`src/rtl/perf_counter_unit_pkg.sv`:
```
// Shared state type, width constants and the saturating-increment helper
// used by the performance counter unit.
package perf_pkg;

   typedef enum logic [1:0] {
      COUNT  = 2'd0,
      DIVIDE = 2'd1,
      DONE   = 2'd2
   } state_t;

   localparam int CNT_W_DEFAULT = 19;
   localparam logic [CNT_W_DEFAULT-1:0] CNT_MAX = '1;

   // Counter slots held in the unit's counter array.
   localparam int NUM_CNT   = 5;
   localparam int IDX_CYCLE = 0;
   localparam int IDX_STALL = 1;
   localparam int IDX_ARITH = 2;
   localparam int IDX_MEM   = 3;
   localparam int IDX_INST  = 4;

   // Widths up to 32 bits share one helper; callers cast back to their width.
   function automatic logic [31:0] sat_inc(input logic [31:0] value,
                                           input logic [31:0] max_value,
                                           input logic        inc);
      if (inc && (value != max_value)) begin
         return value + 32'd1;
      end
      return value;
   endfunction

endpackage

```
`src/rtl/perf_counter_unit_if.sv`:
```
// Event inputs and statistics outputs of the performance counter unit.
interface perf_counter_unit_if #(
   parameter int CNT_W = perf_pkg::CNT_W_DEFAULT
);
   logic             clear;
   logic             enable;
   logic             finish_i;
   logic             stall_i;
   logic             arith_retire_i;
   logic             mem_retire_i;
   logic             inst_retire_i;
   logic [CNT_W-1:0] stall_count;
   logic [CNT_W-1:0] arith_count;
   logic [CNT_W-1:0] mem_count;
   logic [CNT_W-1:0] cpi;
   logic [CNT_W-1:0] cycle_count;
   logic             cpi_valid;
   logic             busy;

   modport master (
      output clear, enable, finish_i, stall_i, arith_retire_i, mem_retire_i, inst_retire_i,
      input  stall_count, arith_count, mem_count, cpi, cycle_count, cpi_valid, busy
   );

   modport slave (
      input  clear, enable, finish_i, stall_i, arith_retire_i, mem_retire_i, inst_retire_i,
      output stall_count, arith_count, mem_count, cpi, cycle_count, cpi_valid, busy
   );
endinterface

```
`src/rtl/perf_counter_unit_seq_divider.sv`:
```
// Iterative restoring unsigned divider: one quotient bit per clock, W clocks.
// A zero divisor is flagged at start and never launches an iteration.
module seq_divider #(
   parameter int W = 19
) (
   input  logic         clk,
   input  logic         rst_n,
   input  logic         i_start,
   input  logic         i_abort,
   input  logic [W-1:0] i_dividend,
   input  logic [W-1:0] i_divisor,
   output logic         o_busy,
   output logic         o_done,
   output logic         o_div_zero,
   output logic [W-1:0] o_quotient
);
   localparam int CW = (W > 1) ? $clog2(W) : 1;
   localparam logic [CW-1:0] LAST = CW'(W - 1);

   logic [W-1:0]  r_rem;
   logic [W-1:0]  r_quo;
   logic [W-1:0]  r_divisor;
   logic [CW-1:0] r_cnt;
   logic          r_busy;

   logic [W:0]    w_shift;
   logic [W-1:0]  w_diff;
   logic          w_fits;
   logic [W-1:0]  w_rem_next;
   logic [W-1:0]  w_quo_next;

   // Dividend bits shift out of r_quo's MSB while quotient bits shift in at the LSB.
   always_comb begin
      w_shift    = {r_rem, r_quo[W-1]};
      w_fits     = (w_shift >= {1'b0, r_divisor});
      w_diff     = w_shift[W-1:0] - r_divisor;
      w_rem_next = w_fits ? w_diff : w_shift[W-1:0];
      w_quo_next = {r_quo[W-2:0], w_fits};
   end

   always_ff @(posedge clk or negedge rst_n) begin
      if (!rst_n) begin
         r_rem     <= '0;
         r_quo     <= '0;
         r_divisor <= '0;
         r_cnt     <= '0;
         r_busy    <= 1'b0;
      end else if (i_abort) begin
         r_cnt  <= '0;
         r_busy <= 1'b0;
      end else if (r_busy) begin
         r_rem <= w_rem_next;
         r_quo <= w_quo_next;
         r_cnt <= r_cnt + CW'(1);
         if (r_cnt == LAST) begin
            r_busy <= 1'b0;
         end
      end else if (i_start && (i_divisor != '0)) begin
         r_rem     <= '0;
         r_quo     <= i_dividend;
         r_divisor <= i_divisor;
         r_cnt     <= '0;
         r_busy    <= 1'b1;
      end
   end

   assign o_busy     = r_busy;
   assign o_done     = r_busy && (r_cnt == LAST) && !i_abort;
   assign o_div_zero = i_start && (i_divisor == '0);
   assign o_quotient = w_quo_next;

endmodule

```
`src/rtl/perf_counter_unit.sv`:
```
// Saturating stall/arith/mem/cycle/instruction counters; at program end the
// unit divides cycles by instructions and holds the CPI for the probe logic.
module perf_counter_unit
   import perf_pkg::*;
#(
   parameter int CNT_W = CNT_W_DEFAULT
) (
   input logic              clkFPGA,
   input logic              rst,
   perf_counter_unit_if.slave bus
);
   localparam logic [CNT_W-1:0] W_MAX = '1;

   state_t           r_state;
   logic [CNT_W-1:0] r_cnt [NUM_CNT];
   logic [CNT_W-1:0] r_cpi;
   logic             r_cpi_valid;

   logic [CNT_W-1:0] w_cnt_next [NUM_CNT];
   logic [NUM_CNT-1:0] w_event;
   logic             w_start;
   logic             w_div_busy;
   logic             w_div_done;
   logic             w_div_zero;
   logic [CNT_W-1:0] w_quotient;

   assign w_event[IDX_CYCLE] = 1'b1;
   assign w_event[IDX_STALL] = bus.stall_i;
   assign w_event[IDX_ARITH] = bus.arith_retire_i;
   assign w_event[IDX_MEM]   = bus.mem_retire_i;
   assign w_event[IDX_INST]  = bus.inst_retire_i;

   generate
      for (genvar gi = 0; gi < NUM_CNT; gi++) begin : g_cnt
         assign w_cnt_next[gi] = CNT_W'(sat_inc(32'(r_cnt[gi]), 32'(W_MAX),
                                                bus.enable & w_event[gi]));
      end
   endgenerate

   // The divider sees the counts including the finish cycle's own events.
   assign w_start = (r_state == COUNT) && bus.finish_i && !bus.clear;

   seq_divider #(.W(CNT_W)) u_div (
      .clk        (clkFPGA),
      .rst_n      (rst),
      .i_start    (w_start),
      .i_abort    (bus.clear),
      .i_dividend (w_cnt_next[IDX_CYCLE]),
      .i_divisor  (w_cnt_next[IDX_INST]),
      .o_busy     (w_div_busy),
      .o_done     (w_div_done),
      .o_div_zero (w_div_zero),
      .o_quotient (w_quotient)
   );

   always_ff @(posedge clkFPGA or negedge rst) begin
      if (!rst) begin
         for (int i = 0; i < NUM_CNT; i++) begin
            r_cnt[i] <= '0;
         end
         r_cpi       <= '0;
         r_cpi_valid <= 1'b0;
         r_state     <= COUNT;
      end else if (bus.clear) begin
         for (int i = 0; i < NUM_CNT; i++) begin
            r_cnt[i] <= '0;
         end
         r_cpi       <= '0;
         r_cpi_valid <= 1'b0;
         r_state     <= COUNT;
      end else begin
         case (r_state)
            COUNT: begin
               for (int i = 0; i < NUM_CNT; i++) begin
                  r_cnt[i] <= w_cnt_next[i];
               end
               if (bus.finish_i) begin
                  if (w_div_zero) begin
                     r_cpi       <= W_MAX;
                     r_cpi_valid <= 1'b1;
                     r_state     <= DONE;
                  end else begin
                     r_state <= DIVIDE;
                  end
               end
            end
            DIVIDE: begin
               if (w_div_done) begin
                  r_cpi       <= w_quotient;
                  r_cpi_valid <= 1'b1;
                  r_state     <= DONE;
               end
            end
            DONE: begin
               r_state <= DONE;
            end
            default: r_state <= COUNT;
         endcase
      end
   end

   assign bus.stall_count = r_cnt[IDX_STALL];
   assign bus.arith_count = r_cnt[IDX_ARITH];
   assign bus.mem_count   = r_cnt[IDX_MEM];
   assign bus.cycle_count = r_cnt[IDX_CYCLE];
   assign bus.cpi         = r_cpi;
   assign bus.cpi_valid   = r_cpi_valid;
   assign bus.busy        = w_div_busy;

endmodule
```
`src/flat_wrapper.sv`:
```
// flat-port wrapper written by rule: the top's interface ports become plain ports
module perf_counter_unit_flat import perf_pkg::*;
#(
   parameter int CNT_W = CNT_W_DEFAULT
)
  (clkFPGA, rst, bus_clear, bus_enable, bus_finish_i, bus_stall_i, bus_arith_retire_i, bus_mem_retire_i, bus_inst_retire_i, bus_stall_count, bus_arith_count, bus_mem_count, bus_cpi, bus_cycle_count, bus_cpi_valid, bus_busy);
  perf_counter_unit_if #(.CNT_W(CNT_W)) bus_i ();
  input logic clkFPGA;
  input logic rst;
  input wire logic [$bits(bus_i.clear)-1:0] bus_clear;
  input wire logic [$bits(bus_i.enable)-1:0] bus_enable;
  input wire logic [$bits(bus_i.finish_i)-1:0] bus_finish_i;
  input wire logic [$bits(bus_i.stall_i)-1:0] bus_stall_i;
  input wire logic [$bits(bus_i.arith_retire_i)-1:0] bus_arith_retire_i;
  input wire logic [$bits(bus_i.mem_retire_i)-1:0] bus_mem_retire_i;
  input wire logic [$bits(bus_i.inst_retire_i)-1:0] bus_inst_retire_i;
  output wire logic [$bits(bus_i.stall_count)-1:0] bus_stall_count;
  output wire logic [$bits(bus_i.arith_count)-1:0] bus_arith_count;
  output wire logic [$bits(bus_i.mem_count)-1:0] bus_mem_count;
  output wire logic [$bits(bus_i.cpi)-1:0] bus_cpi;
  output wire logic [$bits(bus_i.cycle_count)-1:0] bus_cycle_count;
  output wire logic [$bits(bus_i.cpi_valid)-1:0] bus_cpi_valid;
  output wire logic [$bits(bus_i.busy)-1:0] bus_busy;
  assign bus_i.clear = bus_clear;
  assign bus_i.enable = bus_enable;
  assign bus_i.finish_i = bus_finish_i;
  assign bus_i.stall_i = bus_stall_i;
  assign bus_i.arith_retire_i = bus_arith_retire_i;
  assign bus_i.mem_retire_i = bus_mem_retire_i;
  assign bus_i.inst_retire_i = bus_inst_retire_i;
  assign bus_stall_count = bus_i.stall_count;
  assign bus_arith_count = bus_i.arith_count;
  assign bus_mem_count = bus_i.mem_count;
  assign bus_cpi = bus_i.cpi;
  assign bus_cycle_count = bus_i.cycle_count;
  assign bus_cpi_valid = bus_i.cpi_valid;
  assign bus_busy = bus_i.busy;
  perf_counter_unit #(.CNT_W(CNT_W)) u_core (.clkFPGA(clkFPGA), .rst(rst), .bus(bus_i));
endmodule
```
`config.mk`:
```
export PLATFORM = sky130hd
export DESIGN_NAME = perf_counter_unit_flat
export DESIGN_NICKNAME = d
export VERILOG_FILES = /design/src/rtl/perf_counter_unit_pkg.sv /design/src/rtl/perf_counter_unit_if.sv /design/src/rtl/perf_counter_unit_seq_divider.sv /design/src/rtl/perf_counter_unit.sv /design/src/flat_wrapper.sv
export SDC_FILE = /design/constraint.sdc
export NUM_CORES = 1
export LEC_CHECK = 0
export ABC_CLOCK_PERIOD_IN_PS = 4100
export CORE_MARGIN = 2
export CORE_UTILIZATION = 58
export DETAILED_ROUTE_END_ITERATION = 6
export PLACE_DENSITY = 0.81
export SLEW_MARGIN = 20
export SYNTH_ARGS = -nofsm -noshare
export SYNTH_HDL_FRONTEND = slang
export SYNTH_SLANG_ARGS = --single-unit
```
`constraint.sdc`:
```
create_clock -name clkFPGA -period 4.1 [get_ports clkFPGA]
set_input_delay 1.23 -clock clkFPGA [delete_from_list [all_inputs] [get_ports clkFPGA]]
set_output_delay 1.23 -clock clkFPGA [all_outputs]
set_load 0.05 [all_outputs]
```
==> results of run 1 <==
==> final cells by class <==
class	instances	area share
Timing Repair Buffer	158	0.1200
Inverter	56	0.01651
Multi-Input combinational cell	838	0.4407
Sequential cell	180	0.3538
Tap cell	234	0.02300
Clock buffer	19	0.03479
Clock inverter	13	0.01120
==> layer usage <==
metal	global-route usage	up-vias	wire, um
met2	0.4068	241	12050
li1	-	4235	-
met4	0.08233	0	462
met1	0.3654	4275	11560
met3	0.05249	34	1483
met5	0	-	0
==> flip-flops by register name, summed over array words and instances, names as in the netlist <==
register / cells
u_core.bus.stall_count: 19
u_core.u_div.o_busy: 1
u_core.u_div.r_quo: 19
u_core.r_state: 2
u_core.bus.cpi_valid: 1
u_core.u_div.r_divisor: 19
u_core.bus.arith_count: 19
u_core.bus.cycle_count: 19
u_core.u_div.r_cnt: 5
u_core.r_cnt: 19
u_core.bus.mem_count: 19
u_core.bus.cpi: 19
u_core.u_div.r_rem: 19
==> metrics by stage <==
step / hold WS, ns / util / worst slack (ns) / instance area [sq um] / std cells
2_1_floorplan: 0.4776 / - / 0.03256 / 11110 / 1210
3_3_place_gp: 0.4905 / 0.6425 / -0.4833 / 12060 / 1463
3_5_place_dp: 0.4975 / 0.6425 / -0.5677 / 12060 / 1463
4_1_cts: 0.5165 / 0.6776 / 0.1168 / 12720 / 1498
5_1_grt: 0.5354 / 0.6784 / 0.04083 / 12730 / 1498
6_report: 0.5163 / 0.6784 / 0.1316 / 12730 / 1498
==> power breakdown <==
group | total, mW | internal [mW] | switching, mW
Combinational | 3.05 | 1.21 | 1.84
Clock | 1.61 | 0.829 | 0.782
Sequential | 2.16 | 1.98 | 0.177
==> Yosys cell counts, types with 16 or more instances <==
| master | number | share of area |
|---|---|---|
| dfrtp_1 | 180 | 0.41 |
| nor2_1 | 139 | 0.047 |
| nand2_1 | 104 | 0.035 |
| buf_4 | 76 | 0.051 |
| xor2_1 | 76 | 0.060 |
| inv_1 | 55 | 0.019 |
| a21oi_1 | 52 | 0.023 |
| o21ai_0 | 43 | 0.019 |
| clkbuf_1 | 42 | 0.014 |
| xnor2_1 | 38 | 0.030 |
| nand3_1 | 35 | 0.016 |
| ha_1 | 29 | 0.033 |
| mux2_2 | 29 | 0.029 |
| nand4_1 | 29 | 0.016 |
| mux2i_1 | 22 | 0.020 |
| and3_1 | 18 | 0.010 |
| nor3_1 | 16 | 0.0072 |
==> worst max-delay path by stage <==
| stage | slack [ns] | end | start |
|---|---|---|---|
| after global placement | -0.48 | u_core.bus.cpi[2] | bus_inst_retire_i |
| after floorplan | 0.03 | u_core.bus.cpi[10] | bus_enable |
| after CTS | 0.12 | u_core.u_div.r_quo[2] | bus_enable |
| final | 0.13 | u_core.u_div.r_quo[2] | bus_inst_retire_i |
| after detailed placement | -0.57 | u_core.bus.cpi[3] | bus_enable |
| after global routing | 0.04 | u_core.u_div.r_quo[3] | bus_enable |
==> repair_timing <==
item                                    4_1_cts  5_1_grt
hold endpoints to repair                      0        0
gates cloned                                  2        0
setup buffers                                 1        0
gates resized for setup                      11        2
pin swaps                                     4        2
endpoints found under the setup margin       37       19
==> worst max-delay path, delay by kind of cell <==
kind	cells	cell delay (ns)
muxes	1	0.33
buffers and inverters	4	0.91
and+or+nand+nor	3	1.31
AOI/OAI and AO/OA	3	0.49
==> cells by family after synthesis <==
kind of cell	synth area share
AO/OA/AOI/OAI	0.1379
XOR/XNOR	0.08998
adder cells (fa/ha/maj)	0.03450
buffers and inverters	0.09404
flip-flops	0.4059
multiplexers	0.04927
AND/OR/NAND/NOR	0.1884
==> impl_metrics.json, run 1 <==
{
  "area_growth_pct": 14.74,
  "drv_cap": 0,
  "wl_per_cell_um": 17.06,
  "die_w_um": 142.3,
  "fin_crit_sh": 0.9679,
  "dieArea_sq_mm": 0.02026,
  "ys_ff_latch": 180,
  "coreArea_sq_mm": 0.01877,
  "drt_first_pass_iters": 6,
  "rsz0062_at_grt": "false",
  "min_to": "u_core.u_div.r_divisor[9]",
  "fin_nets": 1290,
  "synth_cells": 1210,
  "p_leak_nw": 5.404,
  "grt_overflow_total": 0,
  "hpwl_um": 17490,
  "cp_cell_sequence": "dlygate4sd2_1 > and4_2 > buf_4 > a21oi_1 > o211ai_1 > or4_1 > or4_4 > buf_6 > a31oi_4 > bufbuf_16 > mux2_2",
  "tritoncts": "built",
  "grt_first_pass_wirelength_um": 42310,
  "htreeDepth": 4,
  "yosysSeqAreaShare": 0.4059,
  "post-route-min-period_ns": 3.968,
  "crit_slowest_cell": "or4_1",
  "cp_max_fo": 14,
  "clk_latency_ns": 0.44,
  "drive_gt1_frac": 0.1147,
  "clock_skew_ns": 0.01102,
  "numPortBuffers": 105,
  "drc": 0,
  "critical_path_arrival_ns": 4.29,
  "multi_input_area_sq_mm": 0.005612,
  "r2r_end": "u_core.u_div.r_quo[2]",
  "synth.avg_cell_area_sq_um": 9.171,
  "cp-start-kind": "primary input",
  "worst_slew_pin_slew_ns": 0.6594,
  "first_global_vias": 8307,
  "max_freq_mhz": 252.0,
  "cp_slowest_stage_delay_ns": 0.56,
  "mostFrequentLayoutCells": "dfrtp_1 (180), nor2_1 (139), nand2_1 (103), clkdlybuf4s50_1 (101), xor2_1 (76)",
  "final_hold_viol_count": 0,
  "cts.sinks": 180,
  "synth_edf_count": 0,
  "hold_depth": 1,
  "setup-tns-final_ns": 0,
  "status": "finished clean",
  "seqCellArea_sq_mm": 0.004504,
  "path_class": "in -> reg",
  "fillers": 1452,
  "p_per_area_mw_per_mm2": 536.0,
  "rr_startpoint": "u_core.r_cnt[5]",
  "yosysUniqueCellTypes": 72,
  "cts_hold_buffers": 0,
  "ios": 106,
  "drtIter0Drc": 609,
  "holdCritPathClass": "reg -> reg",
  "power.total_mw": 6.824,
  "clk_pin_slew_ns": 0.07,
  "slew_headroom": 0.5604,
  "slew_violations": 0,
  "wl_um": 25550,
  "numCtsBuffers": 17,
  "n_antenna_cell": 0,
  "syn-num-nets": 1249,
  "gp_congestion": 0.9522,
  "yosys_warnings": 0,
  "endpoint_kind": "flip-flop",
  "r2r.worst_path.cells": 10,
  "worstHoldStart": "u_core.u_div.r_divisor[9]",
  "via_per_inst": 5.864,
  "fp.dieH_um": 142.3,
  "clockBufferDepth": 2,
  "final_common_cell": "dfrtp_1",
  "cts-root-buf": "clkbuf_16",
  "ys.flop_type": "dfrtp_1",
  "postRouteAntennaNets": 0,
  "rows": 50,
  "setup_viol": 0,
  "reg2reg_slack_ns": 0.25,
  "antenna_found_initial": 0,
  "vias": 8785,
  "crit_required_ns": 4.42,
  "synth_area_sq_mm": 0.01110,
  "initial_core_util": 0.5913,
  "synthArstFlopShare": 1.000,
  "grt_max_degree": 69,
  "ir_drop_mv": 0.3793,
  "grt.total_usage": 0.2596
}
Power figures use the tool's default switching activity.
==> inputs of run 2 (changes only) <==
--- a/config.mk
+++ b/config.mk
@@ -10,7 +10,6 @@
 export CORE_UTILIZATION = 58
 export DETAILED_ROUTE_END_ITERATION = 6
 export PLACE_DENSITY = 0.81
-export SLEW_MARGIN = 20
 export SYNTH_ARGS = -nofsm -noshare
 export SYNTH_HDL_FRONTEND = slang
 export SYNTH_SLANG_ARGS = --single-unit
==> results of run 2 <==
The final DEF is identical to that of run 1; final timing and power are the same.
==> inputs of run 3 (changes only) <==
--- a/config.mk
+++ b/config.mk
@@ -8,6 +8,7 @@
 export ABC_CLOCK_PERIOD_IN_PS = 4100
 export CORE_MARGIN = 2
 export CORE_UTILIZATION = 58
+export CTS_BUF_LIST = sky130_fd_sc_hd__clkbuf_16
 export DETAILED_ROUTE_END_ITERATION = 6
 export PLACE_DENSITY = 0.81
 export SYNTH_ARGS = -nofsm -noshare
==> run 3 against run 2 <==
Net effect:
- sequential share of layout area barely moved
- worst setup slack better by 0.0060 ns
- cell area barely moved
- via count grew 0.46%
- critical path depth is the same
- clock power is essentially flat
- sequential cell count did not move
- critical path type unchanged
- routed wire length hardly changed
==> impl_metrics.json, run 3 (synthesized netlist as in run 1, its figures left out) <==
{
  "final_common_cell": "dfrtp_1",
  "fp.dieH_um": 142.3,
  "mostFrequentLayoutCells": "dfrtp_1 (180), nor2_1 (139), nand2_1 (103), clkdlybuf4s50_1 (101), xor2_1 (76)",
  "cp_cell_sequence": "dlygate4sd2_1 > and4_2 > buf_4 > a21oi_1 > o211ai_1 > or4_1 > or4_4 > buf_6 > a31oi_4 > bufbuf_16 > mux2_2",
  "drt_first_pass_iters": 5,
  "vias": 8825,
  "cp_top_family": "simple AND/OR/NAND/NOR gates",
  "slew_headroom": 0.5509,
  "grt_overflow_total": 0,
  "critical_path_arrival_ns": 4.28,
  "fin_crit_sh": 0.9664,
  "utilization": 0.6779,
  "place_ws_ns": -0.5677,
  "worst_slew_pin_slew_ns": 0.6736,
  "status": "finished clean",
  "dr_wl_met2_um": 11990,
  "clockBufferDepth": 2,
  "grt.total_usage": 0.2597,
  "final_hold_viol_count": 0,
  "clock_skew_ns": 0.01063,
  "numPortBuffers": 105,
  "slew_violations": 0,
  "p_leak_nw": 5.403,
  "grt_max_degree": 69,
  "grt_first_pass_wirelength_um": 42330,
  "p_per_area_mw_per_mm2": 534.7,
  "via_per_inst": 5.891,
  "dp_cells": 1463,
  "cp_max_fo": 14,
  "coreArea_sq_mm": 0.01877,
  "area_growth_pct": 14.65,
  "initial_core_util": 0.5913,
  "setup-tns-final_ns": 0,
  "drtIter0Drc": 553,
  "power.total_mw": 6.802,
  "post-route-min-period_ns": 3.962,
  "critical_path_buf_inv_count": 4,
  "crit_required_ns": 4.42,
  "ir_drop_mv": 0.3806,
  "setup_viol": 0,
  "tritoncts": "built",
  "crit_slowest_cell": "or4_1",
  "cts_hold_buffers": 0,
  "holdCritPathClass": "reg -> reg",
  "wl_met3_um": 1464,
  "drv_cap": 0,
  "numCtsBuffers": 17,
  "postRouteAntennaNets": 0,
  "drive_gt1_frac": 0.1139,
  "clk_pin_slew_ns": 0.07,
  "cts-root-buf": "clkbuf_16",
  "ios": 106,
  "clk_latency_ns": 0.44,
  "rsz0062_at_grt": "false",
  "dieArea_sq_mm": 0.02026,
  "first_global_vias": 8330,
  "gp_congestion": 0.9522,
  "cp-start-kind": "primary input",
  "drc": 0,
  "max_freq_mhz": 252.4,
  "cp_slowest_stage_delay_ns": 0.56,
  "rows": 50,
  "fin_nets": 1290,
  "die_w_um": 142.3,
  "cts.sinks": 180,
  "wl_um": 25550,
  "highest_layer": "met4",
  "path_class": "in -> reg",
  "hpwl_um": 17490,
  "routedLengthMet1_um": 11660,
  "fillers": 1458,
  "endpoint_kind": "flip-flop",
  "setup_ws_ns": 0.1376,
  "n_antenna_cell": 0,
  "wl_per_cell_um": 17.05,
  "final_cells": 1498,
  "antenna_found_initial": 0,
  "htreeDepth": 4
}
[run 3: path summary, 6_finish.rpt]
check                           cells after the start                 startpoint  slack [ns]                   endpoint
worst min-delay path                                1  u_core.u_div.r_divisor[9]        0.52  u_core.u_div.r_divisor[9]
min in group asynchronous                           1                        rst        0.79  u_core.bus.arith_count[5]
worst max-delay path                               11          bus_inst_retire_i        0.14      u_core.u_div.r_quo[2]
max in group asynchronous                           2                        rst        2.49  u_core.u_div.r_divisor[8]
worst min register to register                      1  u_core.u_div.r_divisor[9]        0.52  u_core.u_div.r_divisor[9]
worst max register to register                     10            u_core.r_cnt[5]        0.25      u_core.u_div.r_quo[2]
[run 3: layer usage]
layer,up-vias,track usage
li1,4239,-
met1,4290,0.3637
met2,263,0.4094
met3,33,0.05316
met4,0,0.08077
met5,-,0
[run 3: what timing repair did]
item,4_1_cts,5_1_grt
setup endpoints to repair,37,19
buffers inserted,1,0
resized for setup,11,2
endpoints found under the hold margin,0,0
pin swaps,4,2
cloned,2,0
[run 3: power breakdown]
group | switching [mW] | total, mW | leakage [nW] | internal, mW
Combinational | 1.85 | 3.06 | 2.65 | 1.21
Sequential | 0.177 | 2.16 | 2.48 | 1.98
Clock | 0.781 | 1.59 | 0.281 | 0.808
[run 3: layout make-up]
class	count	area (sq um)	area share
Multi-Input combinational cell	838	5612	0.4411
Sequential cell	180	4504	0.3541
Clock buffer	17	425.4	0.03344
Tap cell	234	292.8	0.02301
Timing Repair Buffer	158	1528	0.1201
Clock inverter	15	150.1	0.01180
Inverter	56	210.2	0.01652
[run 3: through the flow]
stage | hold slack, ns | area (sq um)
floorplan | 0.4776 | 11110
global placement | 0.4905 | 12060
detailed placement | 0.4975 | 12060
CTS | 0.5165 | 12710
global route | 0.5354 | 12720
finish | 0.5163 | 12720
